==> config.mk <==
export PLATFORM = sky130hd
export DESIGN_NAME = simple2axi_master_flat
export DESIGN_NICKNAME = d
export VERILOG_FILES = /design/src/rtl/simple2axi_master_pkg.sv /design/src/rtl/simple2axi_master_if.sv /design/src/rtl/simple2axi_master.sv /design/src/flat_wrapper.sv
export SDC_FILE = /design/constraint.sdc
export NUM_CORES = 1
export LEC_CHECK = 0
export CAP_MARGIN = 20
export CORE_MARGIN = 3
export CORE_UTILIZATION = 25
export DETAILED_ROUTE_END_ITERATION = 10
export DONT_BUFFER_PORTS = 1
export GPL_ROUTABILITY_DRIVEN = 0
export GPL_TIMING_DRIVEN = 0
export SYNTH_ARGS = -nofsm -noshare
export SYNTH_HDL_FRONTEND = slang
export SYNTH_SLANG_ARGS = --single-unit
==> constraint.sdc <==
create_clock -name clk -period 1.98 [get_ports clk]
set_input_delay 0.297 -clock clk [delete_from_list [all_inputs] [get_ports clk]]
set_output_delay 0.297 -clock clk [all_outputs]
set_load 0.03 [all_outputs]
==> src/rtl/simple2axi_master_pkg.sv <==
// Shared AXI-Lite response encodings and protection default for the simple-bus
// to AXI-Lite master bridge.
package simple2axi_master_pkg;

    typedef enum logic [1:0] {
        AXI_OKAY   = 2'b00,
        AXI_EXOKAY = 2'b01,
        AXI_SLVERR = 2'b10,
        AXI_DECERR = 2'b11
    } axi_resp_e;

    localparam logic [2:0] AXI_PROT_DEFAULT = 3'b000;

    function automatic logic resp_is_err(input logic [1:0] resp);
        return axi_resp_e'(resp) != AXI_OKAY;
    endfunction

endpackage

==> src/rtl/simple2axi_master_if.sv <==
// Simple-bus request/response plus AXI-Lite master channels seen by the bridge.
// The master modport is the bridge; the slave modport is the requester plus AXI slave side.
interface simple2axi_master_if #(
    parameter int unsigned ADDR_W = 32,
    parameter int unsigned DATA_W = 32
);
    localparam int unsigned STRB_W = DATA_W / 8;

    logic              s_valid;
    logic              s_write;
    logic [ADDR_W-1:0] s_addr;
    logic [DATA_W-1:0] s_wdata;
    logic [STRB_W-1:0] s_wstrb;
    logic              s_ready;
    logic              s_rvalid;
    logic [DATA_W-1:0] s_rdata;
    logic              s_err;

    logic              m_awvalid;
    logic              m_awready;
    logic [ADDR_W-1:0] m_awaddr;
    logic [2:0]        m_awprot;
    logic              m_wvalid;
    logic              m_wready;
    logic [DATA_W-1:0] m_wdata;
    logic [STRB_W-1:0] m_wstrb;
    logic              m_bvalid;
    logic              m_bready;
    logic [1:0]        m_bresp;
    logic              m_arvalid;
    logic              m_arready;
    logic [ADDR_W-1:0] m_araddr;
    logic [2:0]        m_arprot;
    logic              m_rvalid;
    logic              m_rready;
    logic [DATA_W-1:0] m_rdata;
    logic [1:0]        m_rresp;

    modport master (
        input  s_valid, s_write, s_addr, s_wdata, s_wstrb,
        output s_ready, s_rvalid, s_rdata, s_err,
        output m_awvalid, m_awaddr, m_awprot, input m_awready,
        output m_wvalid, m_wdata, m_wstrb, input m_wready,
        input  m_bvalid, m_bresp, output m_bready,
        output m_arvalid, m_araddr, m_arprot, input m_arready,
        input  m_rvalid, m_rdata, m_rresp, output m_rready
    );

    modport slave (
        output s_valid, s_write, s_addr, s_wdata, s_wstrb,
        input  s_ready, s_rvalid, s_rdata, s_err,
        input  m_awvalid, m_awaddr, m_awprot, output m_awready,
        input  m_wvalid, m_wdata, m_wstrb, output m_wready,
        output m_bvalid, m_bresp, input m_bready,
        input  m_arvalid, m_araddr, m_arprot, output m_arready,
        output m_rvalid, m_rdata, m_rresp, input m_rready
    );

endinterface

==> src/rtl/simple2axi_master.sv <==
// Single-outstanding simple-bus to AXI-Lite master bridge; every AXI valid/ready
// and every simple-bus response output is a flop, so no path runs from m_*ready.
module simple2axi_master
    import simple2axi_master_pkg::*;
#(
    parameter int unsigned ADDR_W = 32,
    parameter int unsigned DATA_W = 32
) (
    input  logic                clk,
    input  logic                rst_n,
    simple2axi_master_if.master bus
);
    localparam int unsigned STRB_W = DATA_W / 8;

    typedef enum logic [2:0] {IDLE, WR_REQ, WR_RESP, RD_REQ, RD_RESP, DONE} state_e;

    state_e            state_q, state_d;
    logic [ADDR_W-1:0] addr_q, addr_d;
    logic [DATA_W-1:0] wdata_q, wdata_d;
    logic [STRB_W-1:0] wstrb_q, wstrb_d;
    logic [DATA_W-1:0] rdata_q, rdata_d;
    logic              awvalid_q, awvalid_d;
    logic              wvalid_q, wvalid_d;
    logic              aw_done_q, aw_done_d;
    logic              w_done_q, w_done_d;
    logic              bready_q, bready_d;
    logic              arvalid_q, arvalid_d;
    logic              rready_q, rready_d;
    logic              s_ready_q, s_ready_d;
    logic              s_rvalid_q, s_rvalid_d;
    logic              s_err_q, s_err_d;

    always_comb begin
        state_d    = state_q;
        addr_d     = addr_q;
        wdata_d    = wdata_q;
        wstrb_d    = wstrb_q;
        rdata_d    = rdata_q;
        awvalid_d  = awvalid_q;
        wvalid_d   = wvalid_q;
        aw_done_d  = aw_done_q;
        w_done_d   = w_done_q;
        bready_d   = bready_q;
        arvalid_d  = arvalid_q;
        rready_d   = rready_q;
        s_ready_d  = 1'b0;
        s_rvalid_d = 1'b0;
        s_err_d    = 1'b0;

        case (state_q)
            IDLE: begin
                if (bus.s_valid) begin
                    addr_d    = bus.s_addr;
                    wdata_d   = bus.s_wdata;
                    wstrb_d   = bus.s_wstrb;
                    aw_done_d = 1'b0;
                    w_done_d  = 1'b0;
                    if (bus.s_write) begin
                        awvalid_d = 1'b1;
                        wvalid_d  = 1'b1;
                        state_d   = WR_REQ;
                    end else begin
                        arvalid_d = 1'b1;
                        state_d   = RD_REQ;
                    end
                end
            end
            WR_REQ: begin
                // AW and W retire independently; leave only once both have handshaken.
                if (awvalid_q && bus.m_awready) begin
                    awvalid_d = 1'b0;
                    aw_done_d = 1'b1;
                end
                if (wvalid_q && bus.m_wready) begin
                    wvalid_d = 1'b0;
                    w_done_d = 1'b1;
                end
                if (aw_done_d && w_done_d) begin
                    bready_d = 1'b1;
                    state_d  = WR_RESP;
                end
            end
            WR_RESP: begin
                if (bus.m_bvalid) begin
                    bready_d  = 1'b0;
                    s_ready_d = 1'b1;
                    s_err_d   = resp_is_err(bus.m_bresp);
                    state_d   = DONE;
                end
            end
            RD_REQ: begin
                if (bus.m_arready) begin
                    arvalid_d = 1'b0;
                    rready_d  = 1'b1;
                    state_d   = RD_RESP;
                end
            end
            RD_RESP: begin
                if (bus.m_rvalid) begin
                    rready_d   = 1'b0;
                    rdata_d    = bus.m_rdata;
                    s_ready_d  = 1'b1;
                    s_rvalid_d = 1'b1;
                    s_err_d    = resp_is_err(bus.m_rresp);
                    state_d    = DONE;
                end
            end
            DONE:    state_d = IDLE;
            default: state_d = IDLE;
        endcase
    end

    always_ff @(posedge clk or negedge rst_n) begin
        if (!rst_n) begin
            state_q    <= IDLE;
            addr_q     <= '0;
            wdata_q    <= '0;
            wstrb_q    <= '0;
            rdata_q    <= '0;
            awvalid_q  <= 1'b0;
            wvalid_q   <= 1'b0;
            aw_done_q  <= 1'b0;
            w_done_q   <= 1'b0;
            bready_q   <= 1'b0;
            arvalid_q  <= 1'b0;
            rready_q   <= 1'b0;
            s_ready_q  <= 1'b0;
            s_rvalid_q <= 1'b0;
            s_err_q    <= 1'b0;
        end else begin
            state_q    <= state_d;
            addr_q     <= addr_d;
            wdata_q    <= wdata_d;
            wstrb_q    <= wstrb_d;
            rdata_q    <= rdata_d;
            awvalid_q  <= awvalid_d;
            wvalid_q   <= wvalid_d;
            aw_done_q  <= aw_done_d;
            w_done_q   <= w_done_d;
            bready_q   <= bready_d;
            arvalid_q  <= arvalid_d;
            rready_q   <= rready_d;
            s_ready_q  <= s_ready_d;
            s_rvalid_q <= s_rvalid_d;
            s_err_q    <= s_err_d;
        end
    end

    assign bus.s_ready   = s_ready_q;
    assign bus.s_rvalid  = s_rvalid_q;
    assign bus.s_rdata   = rdata_q;
    assign bus.s_err     = s_err_q;
    assign bus.m_awvalid = awvalid_q;
    assign bus.m_awaddr  = addr_q;
    assign bus.m_awprot  = AXI_PROT_DEFAULT;
    assign bus.m_wvalid  = wvalid_q;
    assign bus.m_wdata   = wdata_q;
    assign bus.m_wstrb   = wstrb_q;
    assign bus.m_bready  = bready_q;
    assign bus.m_arvalid = arvalid_q;
    assign bus.m_araddr  = addr_q;
    assign bus.m_arprot  = AXI_PROT_DEFAULT;
    assign bus.m_rready  = rready_q;

endmodule

==> src/flat_wrapper.sv <==
// flat-port wrapper written by rule: the top's interface ports become plain ports
module simple2axi_master_flat import simple2axi_master_pkg::*;
#(
    parameter int unsigned ADDR_W = 32,
    parameter int unsigned DATA_W = 32
)
  (clk, rst_n, bus_s_valid, bus_s_write, bus_s_addr, bus_s_wdata, bus_s_wstrb, bus_s_ready, bus_s_rvalid, bus_s_rdata, bus_s_err, bus_m_awvalid, bus_m_awaddr, bus_m_awprot, bus_m_awready, bus_m_wvalid, bus_m_wdata, bus_m_wstrb, bus_m_wready, bus_m_bvalid, bus_m_bresp, bus_m_bready, bus_m_arvalid, bus_m_araddr, bus_m_arprot, bus_m_arready, bus_m_rvalid, bus_m_rdata, bus_m_rresp, bus_m_rready);
  simple2axi_master_if #(.ADDR_W(ADDR_W), .DATA_W(DATA_W)) bus_i ();
  input  logic clk;
  input  logic rst_n;
  input wire logic [$bits(bus_i.s_valid)-1:0] bus_s_valid;
  input wire logic [$bits(bus_i.s_write)-1:0] bus_s_write;
  input wire logic [$bits(bus_i.s_addr)-1:0] bus_s_addr;
  input wire logic [$bits(bus_i.s_wdata)-1:0] bus_s_wdata;
  input wire logic [$bits(bus_i.s_wstrb)-1:0] bus_s_wstrb;
  output wire logic [$bits(bus_i.s_ready)-1:0] bus_s_ready;
  output wire logic [$bits(bus_i.s_rvalid)-1:0] bus_s_rvalid;
  output wire logic [$bits(bus_i.s_rdata)-1:0] bus_s_rdata;
  output wire logic [$bits(bus_i.s_err)-1:0] bus_s_err;
  output wire logic [$bits(bus_i.m_awvalid)-1:0] bus_m_awvalid;
  output wire logic [$bits(bus_i.m_awaddr)-1:0] bus_m_awaddr;
  output wire logic [$bits(bus_i.m_awprot)-1:0] bus_m_awprot;
  input wire logic [$bits(bus_i.m_awready)-1:0] bus_m_awready;
  output wire logic [$bits(bus_i.m_wvalid)-1:0] bus_m_wvalid;
  output wire logic [$bits(bus_i.m_wdata)-1:0] bus_m_wdata;
  output wire logic [$bits(bus_i.m_wstrb)-1:0] bus_m_wstrb;
  input wire logic [$bits(bus_i.m_wready)-1:0] bus_m_wready;
  input wire logic [$bits(bus_i.m_bvalid)-1:0] bus_m_bvalid;
  input wire logic [$bits(bus_i.m_bresp)-1:0] bus_m_bresp;
  output wire logic [$bits(bus_i.m_bready)-1:0] bus_m_bready;
  output wire logic [$bits(bus_i.m_arvalid)-1:0] bus_m_arvalid;
  output wire logic [$bits(bus_i.m_araddr)-1:0] bus_m_araddr;
  output wire logic [$bits(bus_i.m_arprot)-1:0] bus_m_arprot;
  input wire logic [$bits(bus_i.m_arready)-1:0] bus_m_arready;
  input wire logic [$bits(bus_i.m_rvalid)-1:0] bus_m_rvalid;
  input wire logic [$bits(bus_i.m_rdata)-1:0] bus_m_rdata;
  input wire logic [$bits(bus_i.m_rresp)-1:0] bus_m_rresp;
  output wire logic [$bits(bus_i.m_rready)-1:0] bus_m_rready;
  assign bus_i.s_valid = bus_s_valid;
  assign bus_i.s_write = bus_s_write;
  assign bus_i.s_addr = bus_s_addr;
  assign bus_i.s_wdata = bus_s_wdata;
  assign bus_i.s_wstrb = bus_s_wstrb;
  assign bus_s_ready = bus_i.s_ready;
  assign bus_s_rvalid = bus_i.s_rvalid;
  assign bus_s_rdata = bus_i.s_rdata;
  assign bus_s_err = bus_i.s_err;
  assign bus_m_awvalid = bus_i.m_awvalid;
  assign bus_m_awaddr = bus_i.m_awaddr;
  assign bus_m_awprot = bus_i.m_awprot;
  assign bus_i.m_awready = bus_m_awready;
  assign bus_m_wvalid = bus_i.m_wvalid;
  assign bus_m_wdata = bus_i.m_wdata;
  assign bus_m_wstrb = bus_i.m_wstrb;
  assign bus_i.m_wready = bus_m_wready;
  assign bus_i.m_bvalid = bus_m_bvalid;
  assign bus_i.m_bresp = bus_m_bresp;
  assign bus_m_bready = bus_i.m_bready;
  assign bus_m_arvalid = bus_i.m_arvalid;
  assign bus_m_araddr = bus_i.m_araddr;
  assign bus_m_arprot = bus_i.m_arprot;
  assign bus_i.m_arready = bus_m_arready;
  assign bus_i.m_rvalid = bus_m_rvalid;
  assign bus_i.m_rdata = bus_m_rdata;
  assign bus_i.m_rresp = bus_m_rresp;
  assign bus_m_rready = bus_i.m_rready;
  simple2axi_master #(.ADDR_W(ADDR_W), .DATA_W(DATA_W)) u_core (.clk(clk), .rst_n(rst_n), .bus(bus_i));
endmodule
Word level (Yosys, flattened, before mapping). Cells that the tools add are included.

Register bits: 113. Latch bits: 0. Memory bits (writable): 0. ROM bits: 0. Input port bits: 113. Word-level logic and storage cells: 84. Memories: 0.

$add $sub $neg: 0. Multiply operators: 0. Divide/modulo/power cells: 0. Magnitude comparators: 0. Eq/ne operators: 13. Shifts and indexed selects: 0. Mux-type cells: 37. Bitwise gates (word level): 0. Reduce and logical (&&, ||, !) cells: 19.

Operators with widths (count): 1-bit 2-to-1 mux (21); 1-bit case mux with 2 select lines (9); 3-bit 2-to-1 mux (5); 3-bit case mux with 5 select lines (1); 2-bit inequality test, second input constant (6); 4-bit AND reduction (3); 2-bit nonzero test (6); 3-bit by 2-bit equality test with 1-bit output, second input constant (2); 2-bit by 1-bit inequality test with 1-bit output, second input constant (3); 2-bit AND reduction (3); 3-bit AND reduction (2); 5-bit AND reduction (1); 3-bit by 1-bit equality test with 1-bit output, second input constant (1); 3-bit equality test, second input constant (1); 1-bit logical AND (3); 3-bit logical NOT (1); 2-bit 2-to-1 mux (1).

Depth between registers and ports, before layout.
Depth after elaboration: 6. Depth in mapped cells: 6.

Worst setup path before layout. OpenSTA, ideal clock, no wires.

Kind: register to register. Start point: reg u_core.state_q[0]. End point: reg u_core.rdata_q[10] (netlist: u_core.bus.s_rdata[10]). Setup time: 0.125 ns. Data arrival time: 1.503 ns. Data required time: 1.855 ns. Setup slack: 0.352 ns. Cell stages (with the launch flop): 6. Clock period less this slack: 1.628 ns. Cell sequence: dfrtp_1 buf_2 or3_1 inv_2 buf_6 mux2_2.

Word-level cells in the longest chain between the ends: 2.

Ends and longest elaborated chain: from (decl) (line simple2axi_master.sv:17) `state_e state_q, state_d;`; from (signal assigned) (line simple2axi_master.sv:131) `state_q <= state_d;`; 3-bit equality test (line simple2axi_master.sv:50) `case (state_q)`; 2-bit AND reduction (no source line); to (signal assigned) (line simple2axi_master.sv:135) `rdata_q <= rdata_d;`; to (decl) (line simple2axi_master.sv:21) `logic [DATA_W-1:0] rdata_q, rdata_d;`.

No other way between the ends. A chain may end at the register's enable or synchronous reset.

Worst setup path in the final report.
Start point: reg u_core.state_q[2]. End point: reg u_core.wdata_q[6] (netlist: u_core.bus.m_wdata[6]).

Word-level cells in the longest chain between the ends: 2.

Ends and longest elaborated chain: 3-bit logical NOT (line simple2axi_master.sv:50); 2-bit AND reduction (no source line); to (signal assigned) (line simple2axi_master.sv:133) `wdata_q <= wdata_d;`; to (decl) (line simple2axi_master.sv:19) `logic [DATA_W-1:0] wdata_q, wdata_d;`.

No other way between the ends.

==> results.toml <==
[synth]
synth.distinct_cells = 34
synth_top_area_frac = 0.608
avgSynthCellArea_um2 = 14.7
ys_warn_count = 0
synth_top_area_cell = "dfrtp_1"
syn_area_um2 = 4650
seq_area_frac_synth = 0.608
ys_ff_latch = 113
ys_top_cells_by_area = "dfrtp_1, mux2_2, buf_4"
postSynthCellCount = 316

[run_status]
run_status = "finished, violations left"
violations = "negative hold slack"

[worst_setup_path]
crit_arrival_ps = 2130
endpoint_kind = "flop"
regToRegEndpoint = "u_core.bus.m_wdata[6]"
worst-setup-path-type = "reg -> reg"
cp_max_fo = 10
cp.required_ps = 2260
ff2ff_path_depth = 6
critPathLaunchType = "flop"
rrSetupSlack_ps = 130
reg2reg_from = "u_core.state_q[2]"

[global_route]
use_met1 = 0.103
met3_usage = 0.0528
grt_pass1_wl_um = 15700
grt-busiest-layer = "met2"
use_met2 = 0.176
grt_usage = 0.103
first_global_vias = 2843
grt_remaining_overflow = 0
antenna_found_initial = 0
grt_max_degree = 114

[place]
hpwl_um = 8090
numPortBuffers = 0
placed_area_um2 = 4960

[min_path]
hp-class = "in -> async"

[power]
pwr-share-clk = 0.244
switching_share = 0.445
p_int_mw = 7.28
combPwrFrac = 0.254
p_leak_nw = 2.46
cellPowerDensity_nw_per_um2 = 2340
max-vdd-ir-drop_uv = 765
power.switching_mw = 5.84
p_seq_frac = 0.503

[timing]
fmax_ghz = 0.542
finalHoldViolCount = 113
drv_slew = 0
period_share = 0.932
grt_setup_unrepaired = "no"
period_minus_slack_ps = 1850
setup_violations = 0
skew_ps = 8.28
fin_hold_ws_ps = -409

[final_layout]
fin_nets = 455
n_fill_cell = 1791
mostFrequentLayoutCell = "dfrtp_1"
final_util = 0.309
syn2layout_area_growth_pct = 20.4
drive_gt1_frac = 0.500
final_cell_mix = "dfrtp_1, mux2_2, buf_4"
stdcell_area_um2 = 5600
n_antenna_cell = 0

[floorplan]
io_pins = 259
die_h_um = 142
core_um2 = 18100
dieArea_um2 = 20300
initial_core_util = 0.256
rows = 49
die_x_um = 142

[cts]
cts.sinks = 113
cts_tree = "built"
clk_pin_slew_worst_paths_ps = 50
cts_resized = 0
numCtsBuffers = 17
cts_max_level = 4
clk_latency_ps = 400
clockRootBuffer = "clkbuf_16"
clk_path_buf_depth = 2

[drt]
routed_via_density = 4.51
drc = 0
vias = 2630
drtIter0Drc = 40
wire_per_inst_um = 18.5
drt-pass1-iter-count = 4
antenna_left = 0
totalWireLength_um = 10800

[flow_run]
maxCapViolCount = 0
-- cell usage after synthesis, drive strengths merged --
library cell  number
a211oi             1
a21o               1
a21oi              8
a311oi             1
a31oi              4
a32o               1
and3b              1
buf               51
clkbuf             1
conb               1
dfrtp            113
inv                2
mux2             100
mux2i              1
nand2              5
nand2b             1
nand3b             2
nor2               7
nor2b              1
nor4b              1
o21a               1
o21ai              3
o21bai             1
o22ai              1
o2bb2ai            2
o311ai             1
or2                1
or3                2
or3b               1
-- per-stage QoR --
step	setup TNS (ps)	std cells	setup WS (ps)	hold slack (ps)	power (mW)
final	0	583	134	-409	13.1
after global routing	0	583	3.82	-442	13.8
after CTS	0	583	89.1	-442	13.3
after detailed placement	-7560	550	-246	4.21	10.0
after global placement	-1600	550	-142	4.00	9.89
after floorplan	0	321	352	1.41	9.27
-- area by class of cell --
type / instances / area [µm²] / area share
clock inverters: 11 / 160 / 0.0286
multi-input cells: 154 / 1450 / 0.259
plain buffers: 52 / 383 / 0.0684
well taps: 229 / 287 / 0.0512
repair buffers: 2 / 15.0 / 0.00268
flip-flops and latches: 113 / 2830 / 0.505
clock buffers: 20 / 467 / 0.0834
inverters: 2 / 7.51 / 0.00134
-- what timing repair did --
item                       CTS  global route
hold endpoints to repair   113           113
setup buffers                2             0
setup endpoints to repair   69             0
-- how the worst max path moves through the flow --
| stage | endpoint | slack, ps | from |
|---|---|---|---|
| global placement | u_core.bus.m_wdata[9] | -140 | u_core.state_q[0] |
| detailed placement | u_core.bus.m_wdata[6] | -250 | u_core.state_q[0] |
| finish | u_core.bus.m_wdata[6] | 130 | u_core.state_q[2] |
| global route | u_core.bus.m_wdata[5] | 4 | u_core.state_q[2] |
| floorplan | u_core.bus.s_rdata[10] | 350 | u_core.state_q[0] |
| CTS | u_core.bus.m_wdata[6] | 90 | u_core.state_q[2] |
-- power groups by stage --
| stage | Clock (mW) | Sequential [mW] | Combinational (mW) |
|---|---|---|---|
| floorplan | 0 | 6.28 | 2.98 |
| global placement | 0 | 6.64 | 3.25 |
| detailed placement | 0 | 6.66 | 3.37 |
| CTS | 3.31 | 6.64 | 3.39 |
| global route | 3.42 | 6.76 | 3.61 |
| finish | 3.20 | 6.60 | 3.33 |
-- flip-flops by register name, summed over array words and instances (netlist names) --
signal                count
u_core.aw_done_q          1
u_core.bus.m_araddr      32
u_core.bus.m_arvalid      1
u_core.bus.m_awvalid      1
u_core.bus.m_bready       1
u_core.bus.m_rready       1
u_core.bus.m_wdata       32
u_core.bus.m_wstrb        4
u_core.bus.m_wvalid       1
u_core.bus.s_err          1
u_core.bus.s_rdata       32
u_core.bus.s_ready        1
u_core.bus.s_rvalid       1
u_core.state_q            3
u_core.w_done_q           1
-- critical path, stage by stage (launching register included) --
cell	delay, ps
dfrtp_1	360
buf_4	170
nor4b_4	280
buf_4	170
buf_4	200
buf_6	200
mux2_1	330
-- metal layers --
layer	share of wire	vias to the layer above
li1	-	1126
met1	0.35	1296
met2	0.51	194
met3	0.13	14
met4	0.017	0
met5	0	-
-- kinds of logic after synthesis --
| group | synth area share |
|---|---|
| other | 0.000806 |
| flip-flops | 0.608 |
| AND/OR/NAND/NOR | 0.0285 |
| buffers and inverters | 0.0839 |
| multiplexers | 0.244 |
| AO/OA/AOI/OAI | 0.0347 |
No activity file was read; power rests on OpenSTA's default activity.
